==> src/rtl/wb_write_sequencer_pkg.sv <==
// Processor-wide definitions shared by the register file and the writeback
// write sequencer.
//   SP_OP_*       : encodings of the wb_sp_op stack-pointer adjustment field
//   RF_SP_ADDR    : register index that holds the stack pointer (R3)
//   RF_SP_RESET   : stack pointer value after reset (matches R3 reset value)
//   wb_seq_state_t: write sequencer FSM states
package wb_write_sequencer_pkg;

  localparam logic [1:0] SP_OP_NONE = 2'b00;
  localparam logic [1:0] SP_OP_INC  = 2'b01;
  localparam logic [1:0] SP_OP_DEC  = 2'b10;
  localparam logic [1:0] SP_OP_RSVD = 2'b11;

  localparam int unsigned RF_SP_ADDR  = 3;
  localparam logic [7:0]  RF_SP_RESET = 8'hFF;

  typedef enum logic {
    ST_IDLE    = 1'b0,
    ST_SP_PEND = 1'b1
  } wb_seq_state_t;

endpackage

==> src/rtl/wb_write_sequencer.sv <==
// Writeback write sequencer: sole driver of the register file's single write
// port. Stack instructions that need both a destination write and an SP (R3)
// update are split into two back-to-back register-file writes; upstream is
// stalled for the second one. A shadow SP is kept so consecutive stack ops
// never see a stale value.
//
// Ports:
//   clk, rst             : clock (rising edge), asynchronous active-low reset
//   wb_valid / wb_ready  : upstream request handshake
//   wb_we, wb_rd, wb_data: primary register write carried by the request
//   wb_sp_op             : 00 none, 01 SP+1, 10 SP-1, 11 reserved (= none)
//   rf_wr_en/addr/data   : registered register-file write port
//   sp_value             : current shadow SP (stack address for MEM)
//   busy                 : FSM state, high in ST_SP_PEND (deferred SP write)
//
// Handshake: a request is taken at a rising edge where wb_valid and wb_ready
// are both high; request fields are only looked at on that edge. wb_ready is
// a pure function of the FSM state, so it never depends on wb_valid.
module wb_write_sequencer
  import wb_write_sequencer_pkg::*;
#(
  parameter int unsigned DATA_W   = 8,
  parameter int unsigned ADDR_W   = 2,
  parameter int unsigned SP_ADDR  = RF_SP_ADDR,
  parameter logic [DATA_W-1:0] SP_RESET = DATA_W'(RF_SP_RESET)
) (
  input  logic              clk,
  input  logic              rst,
  input  logic              wb_valid,
  output logic              wb_ready,
  input  logic              wb_we,
  input  logic [ADDR_W-1:0] wb_rd,
  input  logic [DATA_W-1:0] wb_data,
  input  logic [1:0]        wb_sp_op,
  output logic              rf_wr_en,
  output logic [ADDR_W-1:0] rf_addr,
  output logic [DATA_W-1:0] rf_data,
  output logic [DATA_W-1:0] sp_value,
  output logic              busy
);

  localparam logic [ADDR_W-1:0] SP_IDX = ADDR_W'(SP_ADDR);

  wb_seq_state_t     state;
  logic [DATA_W-1:0] sp_shadow;
  logic [DATA_W-1:0] sp_pending;

  logic              accept;
  logic              sp_step;
  logic [DATA_W-1:0] sp_new;

  assign wb_ready = (state == ST_IDLE);
  assign busy     = (state == ST_SP_PEND);
  assign sp_value = sp_shadow;
  assign accept   = wb_valid && wb_ready;

  // Reserved encoding is treated as "no SP change".
  assign sp_step = (wb_sp_op == SP_OP_INC) || (wb_sp_op == SP_OP_DEC);
  // Always derived from the shadow as it stands at the accept edge; wraps
  // naturally modulo 2^DATA_W.
  assign sp_new  = (wb_sp_op == SP_OP_INC) ? sp_shadow + DATA_W'(1)
                                           : sp_shadow - DATA_W'(1);

  always_ff @(posedge clk or negedge rst) begin
    if (!rst) begin
      state      <= ST_IDLE;
      sp_shadow  <= SP_RESET;
      sp_pending <= '0;
      rf_wr_en   <= 1'b0;
      rf_addr    <= '0;
      rf_data    <= '0;
    end else begin
      case (state)
        ST_IDLE: begin
          rf_wr_en <= 1'b0;
          if (accept) begin
            if (wb_we) begin
              rf_wr_en <= 1'b1;
              rf_addr  <= wb_rd;
              rf_data  <= wb_data;
              if (sp_step) begin
                // SP write is deferred one cycle; it lands after the primary
                // write, so it wins even when wb_rd is the SP register.
                sp_pending <= sp_new;
                state      <= ST_SP_PEND;
              end else if (wb_rd == SP_IDX) begin
                sp_shadow <= wb_data;
              end
            end else if (sp_step) begin
              rf_wr_en  <= 1'b1;
              rf_addr   <= SP_IDX;
              rf_data   <= sp_new;
              sp_shadow <= sp_new;
            end
          end
        end
        ST_SP_PEND: begin
          rf_wr_en  <= 1'b1;
          rf_addr   <= SP_IDX;
          rf_data   <= sp_pending;
          sp_shadow <= sp_pending;
          state     <= ST_IDLE;
        end
        default: begin
          rf_wr_en <= 1'b0;
          state    <= ST_IDLE;
        end
      endcase
    end
  end

endmodule

==> config.mk <==
export PLATFORM = sky130hd
export DESIGN_NAME = wb_write_sequencer
export DESIGN_NICKNAME = d
export VERILOG_FILES = /design/src/rtl/wb_write_sequencer_pkg.sv /design/src/rtl/wb_write_sequencer.sv
export SDC_FILE = /design/constraint.sdc
export NUM_CORES = 1
export LEC_CHECK = 0
export ABC_AREA = 1
export CAP_MARGIN = 5
export CELL_PAD_IN_SITES_DETAIL_PLACEMENT = 1
export CELL_PAD_IN_SITES_GLOBAL_PLACEMENT = 1
export CORE_ASPECT_RATIO = 0.5
export CORE_UTILIZATION = 40
export CTS_BUF_LIST = sky130_fd_sc_hd__clkbuf_4 sky130_fd_sc_hd__clkbuf_8
export CTS_CLUSTER_SIZE = 25
export DETAILED_ROUTE_END_ITERATION = 16
export PLACE_DENSITY = 0.95
export SYNTH_ARGS = -nofsm -noshare
export SYNTH_HDL_FRONTEND = slang
export SYNTH_SLANG_ARGS = --single-unit
==> constraint.sdc <==
create_clock -name clk -period 4.3 [get_ports clk]
set_clock_uncertainty 0.2 [all_clocks]
set_input_delay 0.43 -clock clk [delete_from_list [all_inputs] [get_ports clk]]
set_output_delay 0.43 -clock clk [all_outputs]
set_load 0.03 [all_outputs]
==> qor.csv <==
stage,metric,value,unit
run_status,status,"complete, no violations",
worst_setup_path,Critical Path Fanout Max,7,
yosys,largest cells by area after synthesis,"dfrtp_1 (32%), nand2_1 (20%), dfstp_2 (13%), nand3_1 (5.7%), ha_1 (5.6%)",
yosys,Syn Area/Cell,7.68,um^2
route,DRC errors left,0,
clocking,worst-skew pair later-pin latency,0.28,ns
run,# Max-Cap Violations,0,
yosys,Mapped Area,0.00158,mm^2
power,maximum vdd ir drop,0.280,mV
route,Pre-antenna DRT Iters,4,
cells_and_area,P&R area growth vs syn,31.5,%
timing,fin worst setup slack,1.70,ns
yosys,most numerous cell in the Yosys netlist,nand2_1,
timing,FMAX,384,MHz
worst_setup_path,CP startpoint kind,primary input,
yosys,Synth async-reset ratio,1.00,
route,via density per instance,5.24,
timing,Final Cycle Share,0.606,
yosys,Post-synth top cells,"nand2_1 (84), inv_1 (21), dfrtp_1 (20), nand3_1 (18), o21ai_0 (13)",
cells_and_area,fillers,449,
placement,IO Port Bufs,36,
grt,vias in the first global route,1701,
power,Overall Power,1.45,mW
power,Net Sw Frac,0.449,
power,Leak,1.02,nW
yosys,Mapped Nets,229,
route,WL per Instance,17.6,um
grt,global-route usage over all layers,0.273,
power,Reg power frac,0.324,
power,combinational share of power,0.529,
clocking,CTS Root Cell,clkbuf_8,
timing,final hold vios,0,
floorplan,IO Count,37,
clocking,Longest Clk Path Bufs,2,
timing,Rel. slew slack,0.553,
clocking,CTS tree,done,
cells_and_area,fraction of layout cells with a size suffix above 1,0.106,
timing,setup violators final,0,
route,initial DRC count,64,
grt,largest net degree at the start of global routing,29,
floorplan,Initial Utilization,0.437,
route,final WL,5210,um
placement,post-DP HPWL,3870,um
clocking,clk slew on worst S/H paths,0.10,ns
worst_setup_path,Worst Path Required,4.28,ns
route,Vias,1551,
floorplan,die width,90.8,um
clocking,Clock Sinks,28,
timing,min cycle time layout,2.60,ns
clocking,CTS buffer count,3,
floorplan,die area,0.00421,mm^2
grt,initial antenna violation count,0,
cells_and_area,Final Util,0.575,
worst_setup_path,Critical Path AT,2.59,ns
floorplan,row cnt,15,
yosys,post-synthesis sequential area ratio,0.451,
yosys,Yosys top cell by area,dfrtp_1,
timing,Fin Setup TNS,0,ns
cells_and_area,nets,270,
timing,count of pins over their slew limit,0,
power,PD cells,700,mW/mm^2
worst_setup_path,Critical Path End Type,flop,
power,Clk pwr share,0.148,
yosys,total number of yosys warnings,0,
yosys,synth unique cells,25,
hold_path,Hold Crit Class,reg -> reg,
yosys,number of register bits inferred by synthesis,28,
cells_and_area,design area,0.00207,mm^2
worst_setup_path,WS Path Type,in -> reg,
power,Int Pwr,0.799,mW
cells_and_area,ANT cells,0,
placement,DP Area,0.00200,mm^2
power,Net Sw Power,0.650,mW
clocking,setup bufs post-CTS,0,
route,Post-DRT Antenna Nets,0,
floorplan,CORE AREA,0.00360,mm^2
placement,Placer Congestion,0.871,
timing,RSZ-0062 raised after global routing,false,
placement,Place WS,1.45,ns
yosys,number of flops mapped to enable cells by yosys,0,
yosys,main flop type after synthesis,dfrtp_1,
clocking,H-Tree Level Count,1,
clocking,Post-CTS Resized,0,
timing,Worst Tran Pin Value,0.670,ns
yosys,post-synth top area share,0.318,
grt,first-pass GRT wire length,8370,um
grt,global route overflow,0,
clocking,Hold Buf Count CTS,0,
floorplan,Die H,46.4,um
yosys,Syn Inst Count,205,
-- placed cells by master (no fill, tap or decap) --
cell and count:
a31oi_1 2, inv_2 5, nand3_2 1, nor2_1 7, a21oi_1 2, dfstp_2 8
xnor2_1 1, nand2_1 84, buf_4 1, fa_1 1, nand3_1 18, nand3b_1 2
bufinv_16 1, o21ai_0 13, o211ai_1 3, clkbuf_8 3, or2_2 2, a21o_1 1
or2_4 1, xor2_1 1, o21ai_2 1, dfrtp_1 20, clkdlybuf4s50_1 36, inv_1 21
nand2_2 1, nor2_4 1, ha_1 7, o22ai_2 1
-- critical path, stage by stage --
cell and delay, ns:
clkdlybuf4s50_1 0.45, inv_1 0.04, ha_1 0.19, inv_1 0.23, ha_1 0.32, or2_2 0.33, nand3_1 0.12, nand3_1 0.14
nand3_1 0.12, nand2_1 0.08, nand2_1 0.07, nand2_1 0.06
-- power groups by stage --
stage	clock (mW)	combinational (mW)	sequential (mW)
after floorplan	0	0.341	0.585
after global placement	0	0.693	0.460
after detailed placement	0	0.742	0.472
after CTS	0.216	0.767	0.470
after global routing	0.223	0.832	0.482
final	0.214	0.766	0.469
-- metrics by stage --
step                cells  hold WS [ns]
global placement      292         0.263
floorplan             205       -0.0656
detailed placement    292         0.277
finish                296         0.298
global route          296         0.327
CTS                   296         0.301
-- worst paths after layout --
check	startpoint	endpoint	slack, ns	cells past startpoint
min in group asynchronous	rst	rf_data[1]	0.32	2
worst min-delay path	sp_value[5]	sp_value[5]	0.30	2
max in group asynchronous	rst	sp_value[5]	3.26	2
worst min register to register	sp_value[5]	sp_value[5]	0.30	2
worst max-delay path	wb_sp_op[1]	rf_data[7]	1.70	12
worst max register to register	busy	sp_value[2]	2.19	6
-- metal layers --
layer / vias up / global-route usage / share of wire
met1: 766 / 0.297 / 0.42
met5: - / 0 / 0
met4: 0 / 0.119 / 0.026
met3: 15 / 0.0611 / 0.044
met2: 42 / 0.539 / 0.51
li1: 728 / - / -
-- state kept, by name (all words and copies together), names as in the netlist --
register    cells
rf_data         8
busy            1
rf_addr         2
sp_value        8
rf_wr_en        1
sp_pending      8
-- final cells by class --
class,count,area [um^2],area share
Clock inverter,1,30.0,0.0145
Inverter,26,97.6,0.0471
Sequential cell,28,711,0.343
Clock buffer,3,41.3,0.0199
Tap cell,51,63.8,0.0308
Timing Repair Buffer,37,368,0.178
Multi-Input combinational cell,150,759,0.367
-- cells by family after synthesis --
family | synth area share
and+or+nand+nor | 0.315
DFF | 0.451
buffers and inverters | 0.0667
AOI/OAI and AO/OA | 0.0882
adders and majority gates | 0.0683
xor gates and xnor gates | 0.0111
Power figures use the tool's default switching activity.
==> RTL change: new RTL, same settings <==
Set the parameter `ADDR_W` to 1 (it was 2).
--- a/src/rtl/wb_write_sequencer.sv
+++ b/src/rtl/wb_write_sequencer.sv
@@ -20,7 +20,7 @@
   import wb_write_sequencer_pkg::*;
 #(
   parameter int unsigned DATA_W   = 8,
-  parameter int unsigned ADDR_W   = 2,
+  parameter int unsigned ADDR_W   = 1,
   parameter int unsigned SP_ADDR  = RF_SP_ADDR,
   parameter logic [DATA_W-1:0] SP_RESET = DATA_W'(RF_SP_RESET)
 ) (
Ports: changed (resized rf_addr and wb_rd); port bits go from 37 to 35. No check against the original RTL was run, so the function may have changed too.
==> RTL change against the unedited design <==
  * Cell area decreased by 3.9%
  * Non-clock buffer count fell by 2
  * Hold slack got worse by 0.0082 ns
  * Setup slack worse by 0.038 ns
  * Total power shrank 8.5%
  * Synthesized area is 1.5% lower
  * Sequential cell count down 1
  * Die area decreased by 1.5%
  * Count of clock-buffer cells in the layout did not move
  * Wire length fell by 9.7%
  * Highest routed layer unchanged
==> RTL change: results <==
[critical_path]
critPathArrivalTime_ns = 2.68
r2r_cells = 7
r2r_end = sp_pending[3]$_DFFE_PN0P_

[status]
outcome = complete, no violations

[yosys]
synth.distinct_cells = 23
synth_common_cells = nand2_1 (88), inv_1 (25), nand3_1 (21)
synth_top_cells_by_area = dfrtp_1 (31%), nand2_1 (21%), dfstp_2 (14%)
synth_nets = 227
synth_area_per_cell_um2 = 7.61

[placement]
placed_cells = 288
placed_area_um2 = 1940
gp_congestion = 0.837
post-place-ws_ns = 1.40
post-dp-hpwl_um = 3460

[clock_network]
htree_levels = 1

[power]
switching_share = 0.464
max-vdd-ir-drop_uv = 291

[sta]
hold_slack_ns = 0.290
relSlewSlack = 0.732

[route]
avgRoutedWirePerCell_um = 16.1
vias_per_cell = 5.23
via_count = 1526

[final_layout]
nets = 265
drive_gt1_frac = 0.0830
nFillCells = 445

[min_path]
min_from = sp_value[4]$_DFFE_PN1P_
holdPathEnd = sp_value[4]$_DFFE_PN1P_

[grt]
grt.total_usage = 0.247
grt_antenna_before_repair = 0
grt_max_degree = 28
grt_pass1_wl_um = 7610
[RTL change: changes by cell type after synthesis, sizes merged]
cell | unedited run | this run
nand3 | 19 | 21
nand2 | 85 | 88
or2 | 3 | 2
nor2 | 8 | 4
nand3b | 2 | 1
o211ai | 3 | 4
a31oi | 2 | 1
o21ai | 14 | 11
buf | 1 | 2
inv | 26 | 29
dfrtp | 20 | 19
[RTL change: power by group through the flow]
stage	sequential, W	clock [W]	combinational, W
finish	0.000445	0.000162	0.000720
detailed placement	0.000447	0	0.000705
CTS	0.000444	0.000164	0.000718
floorplan	0.000559	0	0.000335
global route	0.000456	0.000175	0.000780
global placement	0.000443	0	0.000669
[RTL change: cell families (layout without fill, tap and decap cells)]
kind of cell | Yosys count | after routing | synth area share
adder cells (fa/ha/maj) | 8 | 8 | 0.0694
flip-flops | 27 | 27 | 0.442
buffers and inverters | 31 | 68 | 0.0863
AO/OA/AOI/OAI | 20 | 20 | 0.0831
AND/OR/NAND/NOR | 116 | 116 | 0.308
XOR/XNOR | 2 | 2 | 0.0113
[RTL change: critical path: cells and delay by family]
kind / cells / cell delay (ns)
adders and majority gates: 2 / 0.54
AOI/OAI and AO/OA: 1 / 0.26
and+or+nand+nor: 7 / 0.68
buffers and inverters: 4 / 0.78
[RTL change: layer usage]
metal	track usage	routed length (um)	vias to the layer above
li1	-	-	720
met1	0.322	2200	752
met2	0.437	2190	48
met3	0.0450	260	6
met4	0.0710	59	0
met5	0	0	-
[RTL change: layout make-up]
type / instances / area (um^2) / area share
Clock buffer: 3 / 41.3 / 0.0207
Timing Repair Buffer: 35 / 348 / 0.175
Sequential cell: 27 / 686 / 0.344
Tap cell: 51 / 63.8 / 0.0321
Clock inverter: 1 / 8.76 / 0.00440
Inverter: 29 / 111 / 0.0559
Multi-Input combinational cell: 146 / 732 / 0.368
